==> config.mk <==
export PLATFORM = sky130hd
export DESIGN_NAME = minterm_sweep
export DESIGN_NICKNAME = d
export VERILOG_FILES = /design/src/rtl/minterm_sweep.sv
export SDC_FILE = /design/constraint.sdc
export NUM_CORES = 1
export LEC_CHECK = 0
export ABC_AREA = 1
export CORE_ASPECT_RATIO = 1.75
export CORE_UTILIZATION = 32
export CTS_BUF_LIST = sky130_fd_sc_hd__clkbuf_8
export CTS_CLUSTER_SIZE = 30
export DETAILED_ROUTE_END_ITERATION = 8
export GPL_ROUTABILITY_DRIVEN = 1
export HOLD_SLACK_MARGIN = 0.15
export PLACE_DENSITY = 0.63
export SETUP_SLACK_MARGIN = 0.2
export SLEW_MARGIN = 20
export SYNTH_ARGS = -nofsm -noshare
export SYNTH_HDL_FRONTEND = slang
export SYNTH_SLANG_ARGS = --single-unit
==> constraint.sdc <==
create_clock -name clk -period 3.2 [get_ports clk]
set_clock_uncertainty 0.05 [all_clocks]
set_input_delay 0.64 -clock clk [delete_from_list [all_inputs] [get_ports clk]]
set_output_delay 0.64 -clock clk [all_outputs]
set_load 0.01 [all_outputs]
==> src/rtl/minterm_sweep.sv <==
// rtl/minterm_sweep.sv - sweeps all input vectors of a 4-input function, captures and checks its truth table
module minterm_sweep #(
    parameter int                     N_IN   = 4,
    parameter int                     SETTLE = 2,
    parameter logic [(1<<N_IN)-1:0]   EXPECT = 16'h001E
) (
    input  logic                      clk,
    input  logic                      rst_n,
    input  logic                      start_i,
    output logic [N_IN-1:0]           vec_o,
    input  logic                      y_i,
    output logic                      busy_o,
    output logic                      done_o,
    output logic [(1<<N_IN)-1:0]      table_o,
    output logic [N_IN:0]             err_cnt_o,
    output logic                      err_valid_o,
    output logic [N_IN-1:0]           first_err_o,
    output logic                      pass_o
);

    localparam int              NV          = 1 << N_IN;
    // Counter value on which the current vector is sampled; SETTLE is limited to 1..255.
    localparam logic [7:0]      SETTLE_LAST = 8'(SETTLE - 1);
    localparam logic [N_IN-1:0] IDX_LAST    = {N_IN{1'b1}};

    typedef enum logic [1:0] {
        S_IDLE  = 2'd0,
        S_SWEEP = 2'd1,
        S_DONE  = 2'd2
    } state_t;

    state_t            state_q;
    logic [N_IN-1:0]   idx_q;
    logic [7:0]        cnt_q;
    logic              busy_q;
    logic              done_q;
    logic [NV-1:0]     table_q;
    logic [N_IN:0]     err_cnt_q;
    logic              err_valid_q;
    logic [N_IN-1:0]   first_err_q;
    logic              pass_q;

    logic              sample_hit;
    logic              miss;
    logic [N_IN:0]     err_cnt_d;

    // Sample strobe, mismatch detect and the error count as it will be after this edge.
    always_comb begin
        sample_hit = 1'b0;
        miss       = 1'b0;
        err_cnt_d  = err_cnt_q;
        if (state_q == S_SWEEP && cnt_q == SETTLE_LAST) begin
            sample_hit = 1'b1;
            miss       = (y_i != EXPECT[idx_q]);
            if (miss) begin
                err_cnt_d = err_cnt_q + 1'b1;
            end
        end
    end

    // Sweep sequencer: idx is the applied vector, so it rests at 0 outside SWEEP.
    always_ff @(posedge clk or negedge rst_n) begin
        if (!rst_n) begin
            state_q     <= S_IDLE;
            idx_q       <= '0;
            cnt_q       <= '0;
            busy_q      <= 1'b0;
            done_q      <= 1'b0;
            table_q     <= '0;
            err_cnt_q   <= '0;
            err_valid_q <= 1'b0;
            first_err_q <= '0;
            pass_q      <= 1'b0;
        end else begin
            case (state_q)
                S_IDLE: begin
                    done_q <= 1'b0;
                    if (start_i) begin
                        state_q     <= S_SWEEP;
                        busy_q      <= 1'b1;
                        idx_q       <= '0;
                        cnt_q       <= '0;
                        table_q     <= '0;
                        err_cnt_q   <= '0;
                        err_valid_q <= 1'b0;
                        first_err_q <= '0;
                        pass_q      <= 1'b0;
                    end
                end
                S_SWEEP: begin
                    if (sample_hit) begin
                        cnt_q          <= '0;
                        table_q[idx_q] <= y_i;
                        err_cnt_q      <= err_cnt_d;
                        if (miss && !err_valid_q) begin
                            err_valid_q <= 1'b1;
                            first_err_q <= idx_q;
                        end
                        idx_q <= idx_q + 1'b1;
                        if (idx_q == IDX_LAST) begin
                            // Last vector: results are final from this edge on.
                            state_q <= S_DONE;
                            busy_q  <= 1'b0;
                            done_q  <= 1'b1;
                            pass_q  <= (err_cnt_d == '0);
                        end
                    end else begin
                        cnt_q <= cnt_q + 8'd1;
                    end
                end
                S_DONE: begin
                    done_q  <= 1'b0;
                    state_q <= S_IDLE;
                end
                default: begin
                    state_q <= S_IDLE;
                    busy_q  <= 1'b0;
                    done_q  <= 1'b0;
                    idx_q   <= '0;
                    cnt_q   <= '0;
                end
            endcase
        end
    end

    assign vec_o       = idx_q;
    assign busy_o      = busy_q;
    assign done_o      = done_q;
    assign table_o     = table_q;
    assign err_cnt_o   = err_cnt_q;
    assign err_valid_o = err_valid_q;
    assign first_err_o = first_err_q;
    assign pass_o      = pass_q;

endmodule

==> results of run 1 <==
[layout make-up]
type | instances | area share (%)
clock buffer | 6 | 2.91
tap | 84 | 3.71
inverter | 34 | 4.50
multi-input combinational | 197 | 36.8
clock inverter | 2 | 1.24
timing repair buffer | 37 | 12.9
sequential | 43 | 38.0
[layout by cell type, fill, tap and decap left out, drive strengths merged]
master         netlist  layout
bufinv               0       1
clkbuf               2       6
nand3               17      17
nand4                1       1
nor2                18      18
a22o                 1       1
clkinv               0       1
a21oi                7       7
nor3                 2       2
nand2               85      85
xnor2                1       1
o21ai               28      28
ha                   7       7
o31ai               16      16
inv                 34      34
clkdlybuf4s50        0      35
xor2                 3       3
buf                  6       2
a221oi               1       1
dfrtp               43      43
o22ai                8       8
a31oi                1       1
or2                  1       1
[kinds of logic after synthesis]
kind of cell / synth area share (%)
adder cells (fa/ha/maj): 3.79
AO/OA/AOI/OAI: 16.2
XOR/XNOR: 1.52
buffers and inverters: 8.24
flip-flops: 46.6
AND/OR/NAND/NOR: 23.7
[worst max-delay path by stage]
| stage | to | cells after the start |
|---|---|---|
| detailed placement | first_err_o[2] | 8 |
| finish | first_err_o[0] | 7 |
| global route | first_err_o[0] | 11 |
| global placement | table_o[10] | 6 |
| CTS | first_err_o[0] | 7 |
| floorplan | first_err_o[0] | 10 |
[sequential cells by signal, indices dropped and copies added, names as in the netlist]
signal       count
table_o         16
cnt_q            8
err_cnt_o        5
first_err_o      4
vec_o            4
state_q          2
busy_o           1
done_o           1
err_valid_o      1
pass_o           1
[metrics by stage]
step | area [um2] | std cells
floorplan | 2310 | 282
global placement | 2710 | 395
detailed placement | 2710 | 395
CTS | 2830 | 403
global route | 2830 | 403
finish | 2830 | 403
[worst max-delay path, stage by stage (launching register included)]
cell and delay (ps):
dfrtp_1 730, nand2_4 150, inv_2 150, nand3_2 220, nor2_2 210, nand2_1 170
a21oi_2 270, o22ai_1 110
[per-layer routing]
metal / routed length (um) / track usage (%) / vias up
met2: 3020 / 27.1 / 45
li1: - / - / 1000
met3: 186 / 2.59 / 8
met4: 94 / 6.95 / 0
met5: 0 / 0 / -
met1: 2260 / 19.9 / 955
[power breakdown]
| part | internal, mW | switching [mW] |
|---|---|---|
| Sequential | 0.548 | 0.00784 |
| Clock | 0.253 | 0.198 |
| Combinational | 0.0205 | 0.0273 |
| Total | 0.821 | 0.233 |
==> flow_summary.json, run 1 <==
{
  "outcome": "completed",
  "drt_iter0_markers": 75,
  "most_instantiated_flip_flop_cell_in_the_synthesis_netlist": "dfrtp_1",
  "clock_insertion_delay_worst_skew_ps": 300,
  "cts.hold.buffers_added": 0,
  "synth_edf_count": 0,
  "slew_at_the_pin_closest_to_its_max_slew_limit_ps": 608,
  "drt_wl_total_um": 5560,
  "path_clk_slew_ps": 90,
  "ios": 37,
  "cellLeakagePower_nw": 1.29,
  "drive_above_1_share_pct": 10.0,
  "drtAntennaViolNets": 0,
  "gpl.final_weighted_congestion": 0.844,
  "post_synthesis_cell_area_mm2": 0.00231,
  "hold_slack_ps": 270,
  "rsz_0062_raised_after_global_routing": "false",
  "post-route-period-util_pct": 68.3,
  "postLayoutSetupSlackWorst_ps": 1010,
  "synth.lib_cells_used.distinct": 30,
  "layout.core_utilization_pct": 41.0,
  "maxClockFrequency_ghz": 0.457,
  "dieArea_mm2": 0.00757,
  "die_w_um": 66.2,
  "timing_hold_violations_final": 0,
  "grt_pass1_vias": 1867,
  "cp-startpoint": "state_q[0]",
  "critPathLaunchType": "register",
  "die_y_um": 114,
  "synth.net_count": 293,
  "cp_data_required_time_ps": 3330,
  "post_synth.cell_area_avg_um2": 8.19,
  "global_route.overflow_total": 0,
  "arrival_time_of_the_worst_setup_path_ps": 2310,
  "tritoncts_num_sinks": 43,
  "slew_headroom_pct": 59.5,
  "start_util_pct": 33.4,
  "origin_of_the_critical_flop_to_flop_path": "state_q[0]",
  "synth_top_cells_by_count": "nand2_1, dfrtp_1, inv_1, o21ai_0, o31ai_1",
  "clockRootBuffer": "clkbuf_8",
  "largest_net_degree_at_the_start_of_global_routing": 44,
  "synthDominantAreaCellType": "dfrtp_1",
  "holdCritPathClass": "in2async",
  "synth-seq-area-share_pct": 46.6,
  "place_ws_ps": 864,
  "worst_r2r_path_depth": 7,
  "cts-htree-levels": 2,
  "cts.path.max_buffers": 2,
  "crit_path_class": "reg2reg",
  "antenna_cells_inserted": 0,
  "grt_pass1_wl_um": 9190,
  "final.fill_count": 716,
  "number_of_antenna_violations_at_the_first_check_in_global_routing": 0,
  "place.port_buffers": 36,
  "place.detailed.hpwl_um": 4060,
  "finalWorstPathRequiredPeriod_ps": 2190,
  "cts_buffers": 5,
  "regToRegSetupSlack_ps": 1010,
  "rows": 40,
  "postSynth.asyncResetShare_pct": 100,
  "area_occupied_by_registers_mm2": 0.00108,
  "power-per-cell-area_mw_per_mm2": 372,
  "cell_with_the_most_instances_after_synthesis": "nand2_1",
  "synth-warning-count": 0,
  "cp_endpoint_kind": "register",
  "finish.net_count": 329,
  "synth_top_cell_area_share_pct": 46.6,
  "power.ir.vdd_worst_mv": 0.202,
  "yosys-top-cells-area": "dfrtp_1, nand2_1, o21ai_0, o31ai_1, inv_1",
  "grt_util_all_layers_pct": 16.1,
  "timing.final.setup_violations": 0,
  "drv_cap": 0,
  "final_setup_tns_ps": 0,
  "largest_driver_fanout_on_the_critical_path": 18,
  "drc": 0,
  "multi_input_combinational_cell_area_mm2": 0.00104,
  "area_growth_syn_to_layout_pct": 22.8,
  "timing.rr.end": "first_err_o[0]",
  "placeableCoreArea_mm2": 0.00691,
  "firstDrtPassIters": 4,
  "report.final.slew_viol_count": 0,
  "synthesis.instances": 282,
  "cts_tree": "yes",
  "postCtsSetupRepairBufs": 0,
  "overall_power_mw": 1.05,
  "vias": 2008,
  "post_cts_resized": 0,
  "ys_ff_latch": 43,
  "viasPerCell": 4.98,
  "wire_per_inst_um": 13.8
}
Note: power is estimated with default switching activity, not from simulation.
==> inputs of run 2 (changes only) <==
==> constraint.sdc (replaced) <==
create_clock -name clk -period 2.2 [get_ports clk]
set_clock_uncertainty 0.05 [all_clocks]
set_input_delay 0.44 -clock clk [delete_from_list [all_inputs] [get_ports clk]]
set_output_delay 0.44 -clock clk [all_outputs]
set_load 0.01 [all_outputs]
==> flow_summary.json, run 2 (synthesized netlist as in run 1, its figures left out) <==
{
  "power-per-cell-area_mw_per_mm2": 462,
  "cts_buffers": 5,
  "die_y_um": 114,
  "arrival_time_of_the_worst_setup_path_ps": 1440,
  "finalWorstPathRequiredPeriod_ps": 1930,
  "global_route.overflow_total": 0,
  "place_ws_ps": -62.3,
  "rsz_0062_raised_after_global_routing": "false",
  "cell_with_the_largest_stage_delay_on_the_worst_path": "clkdlybuf4s50_1",
  "rows": 40,
  "grt_pass1_vias": 1995,
  "cp_data_required_time_ps": 1710,
  "holdCritPathClass": "in2async",
  "timing.final.setup_violations": 0,
  "cts.path.max_buffers": 2,
  "place.port_buffers": 36,
  "largest_net_degree_at_the_start_of_global_routing": 44,
  "largest_register_ffs": 16,
  "path_clk_slew_ps": 80,
  "placed_cell_areas_mm2": 0.00277,
  "critical_path_buffer_and_inverter_count": 1,
  "cp_endpoint_kind": "output pin",
  "crit_path_max_incr_delay_ps": 600,
  "cellLeakagePower_nw": 1.37,
  "drtAntennaViolNets": 0,
  "vias": 2072,
  "critPathTopFamily": "buffers and inverters",
  "postLayoutSetupSlackWorst_ps": 272,
  "post-route-period-util_pct": 87.6,
  "dieArea_mm2": 0.00757,
  "largest_driver_fanout_on_the_critical_path": 9,
  "place.detailed.hpwl_um": 4170,
  "viasPerCell": 4.96,
  "area_growth_syn_to_layout_pct": 30.1,
  "tritoncts_num_sinks": 43,
  "outcome": "completed",
  "cts.hold.buffers_added": 0,
  "power.ir.vdd_worst_mv": 0.503,
  "crit_chain": "clkdlybuf4s50_1",
  "maxClockFrequency_ghz": 0.519,
  "cts-htree-levels": 2,
  "area_occupied_by_registers_mm2": 0.00108,
  "timing_hold_violations_final": 0,
  "grt_util_all_layers_pct": 16.4,
  "start_util_pct": 33.4,
  "mostFrequentLayoutCell": "nand2_1",
  "report.final.slew_viol_count": 0,
  "grt_pass1_wl_um": 9360,
  "overall_power_mw": 1.39,
  "drc": 0,
  "placeableCoreArea_mm2": 0.00691,
  "slew_headroom_pct": 63.5,
  "final_cell_mix": "nand2_1, dfrtp_1, clkdlybuf4s50_1",
  "crit_path_class": "reg2out",
  "wire_per_inst_um": 13.7,
  "finish.net_count": 345,
  "path_depth": 1,
  "number_of_antenna_violations_at_the_first_check_in_global_routing": 0,
  "antenna_cells_inserted": 0,
  "worst_r2r_path_depth": 13,
  "critPathLaunchType": "register",
  "finalInstanceArea_mm2": 0.00300,
  "drt_iter0_markers": 106,
  "multi_input_combinational_cell_area_mm2": 0.00109,
  "firstDrtPassIters": 4,
  "gpl.final_weighted_congestion": 0.846,
  "ios": 37,
  "slew_at_the_pin_closest_to_its_max_slew_limit_ps": 547,
  "drive_above_1_share_pct": 17.1,
  "final.fill_count": 708,
  "clockRootBuffer": "clkbuf_8",
  "die_w_um": 66.2,
  "cts_tree": "yes",
  "drv_cap": 0,
  "clock_insertion_delay_worst_skew_ps": 300,
  "drt_wl_total_um": 5730
}
-- run 2: final timing paths --
path / slack [ps] / start / end
min in group clk: 440 / table_o[1] / table_o[1]
max in group asynchronous: 1550 / rst_n / vec_o[0]
min: 150 / rst_n / first_err_o[0]
max reg2reg: 340 / cnt_q[1] / table_o[4]
min reg2reg: 440 / table_o[1] / table_o[1]
max: 270 / vec_o[2] / vec_o[2]
-- run 2: repair_timing --
item                       in CTS  in global routing
cloned                          0                  1
pin swaps                       1                  4
buffers inserted                2                  6
hold endpoints to repair        0                  0
setup endpoints to repair       8                 23
resized for setup               5                 11
-- run 2: report_power, final --
part	leakage, nW	total, mW	internal, mW	switching, mW
Clock	0.0470	0.507	0.246	0.261
Combinational	0.786	0.0729	0.0305	0.0425
Sequential	0.537	0.808	0.797	0.0117
-- run 2: through the flow --
step,hold slack (ps),std cells,setup TNS [ps],util (%)
after floorplan,94.4,282,0,-
after global placement,418,402,-89.2,40.1
after detailed placement,426,402,-251,40.1
after CTS,174,411,0,41.8
after global routing,199,418,0,43.5
final,153,418,0,43.5
-- run 2: worst register-to-register path, stage by stage, from the launching register on --
cell	delay, ps
dfrtp_1	390
inv_1	70
ha_1	140
nand2_1	60
nor2_2	140
nand2_1	100
nand2_4	110
nand2_2	90
nor2_4	130
buf_12	140
buf_4	110
inv_2	30
a21oi_1	110
o22ai_1	80
-- run 2: routing by layer --
layer | vias to the layer above | track usage [%] | share of wire, %
met5 | - | 0 | 0
met4 | 0 | 6.52 | 1.9
met3 | 10 | 2.99 | 3.4
met2 | 56 | 29.3 | 55
met1 | 973 | 18.6 | 40
li1 | 1033 | - | -
-- run 2: area by class of cell --
| cell class | instances | area share, % |
|---|---|---|
| clock inverters | 1 | 0.167 |
| flip-flops and latches | 43 | 35.9 |
| well taps | 84 | 3.50 |
| inverters | 34 | 4.25 |
| clock buffers | 6 | 2.75 |
| multi-input cells | 197 | 36.2 |
| repair buffers | 53 | 17.3 |
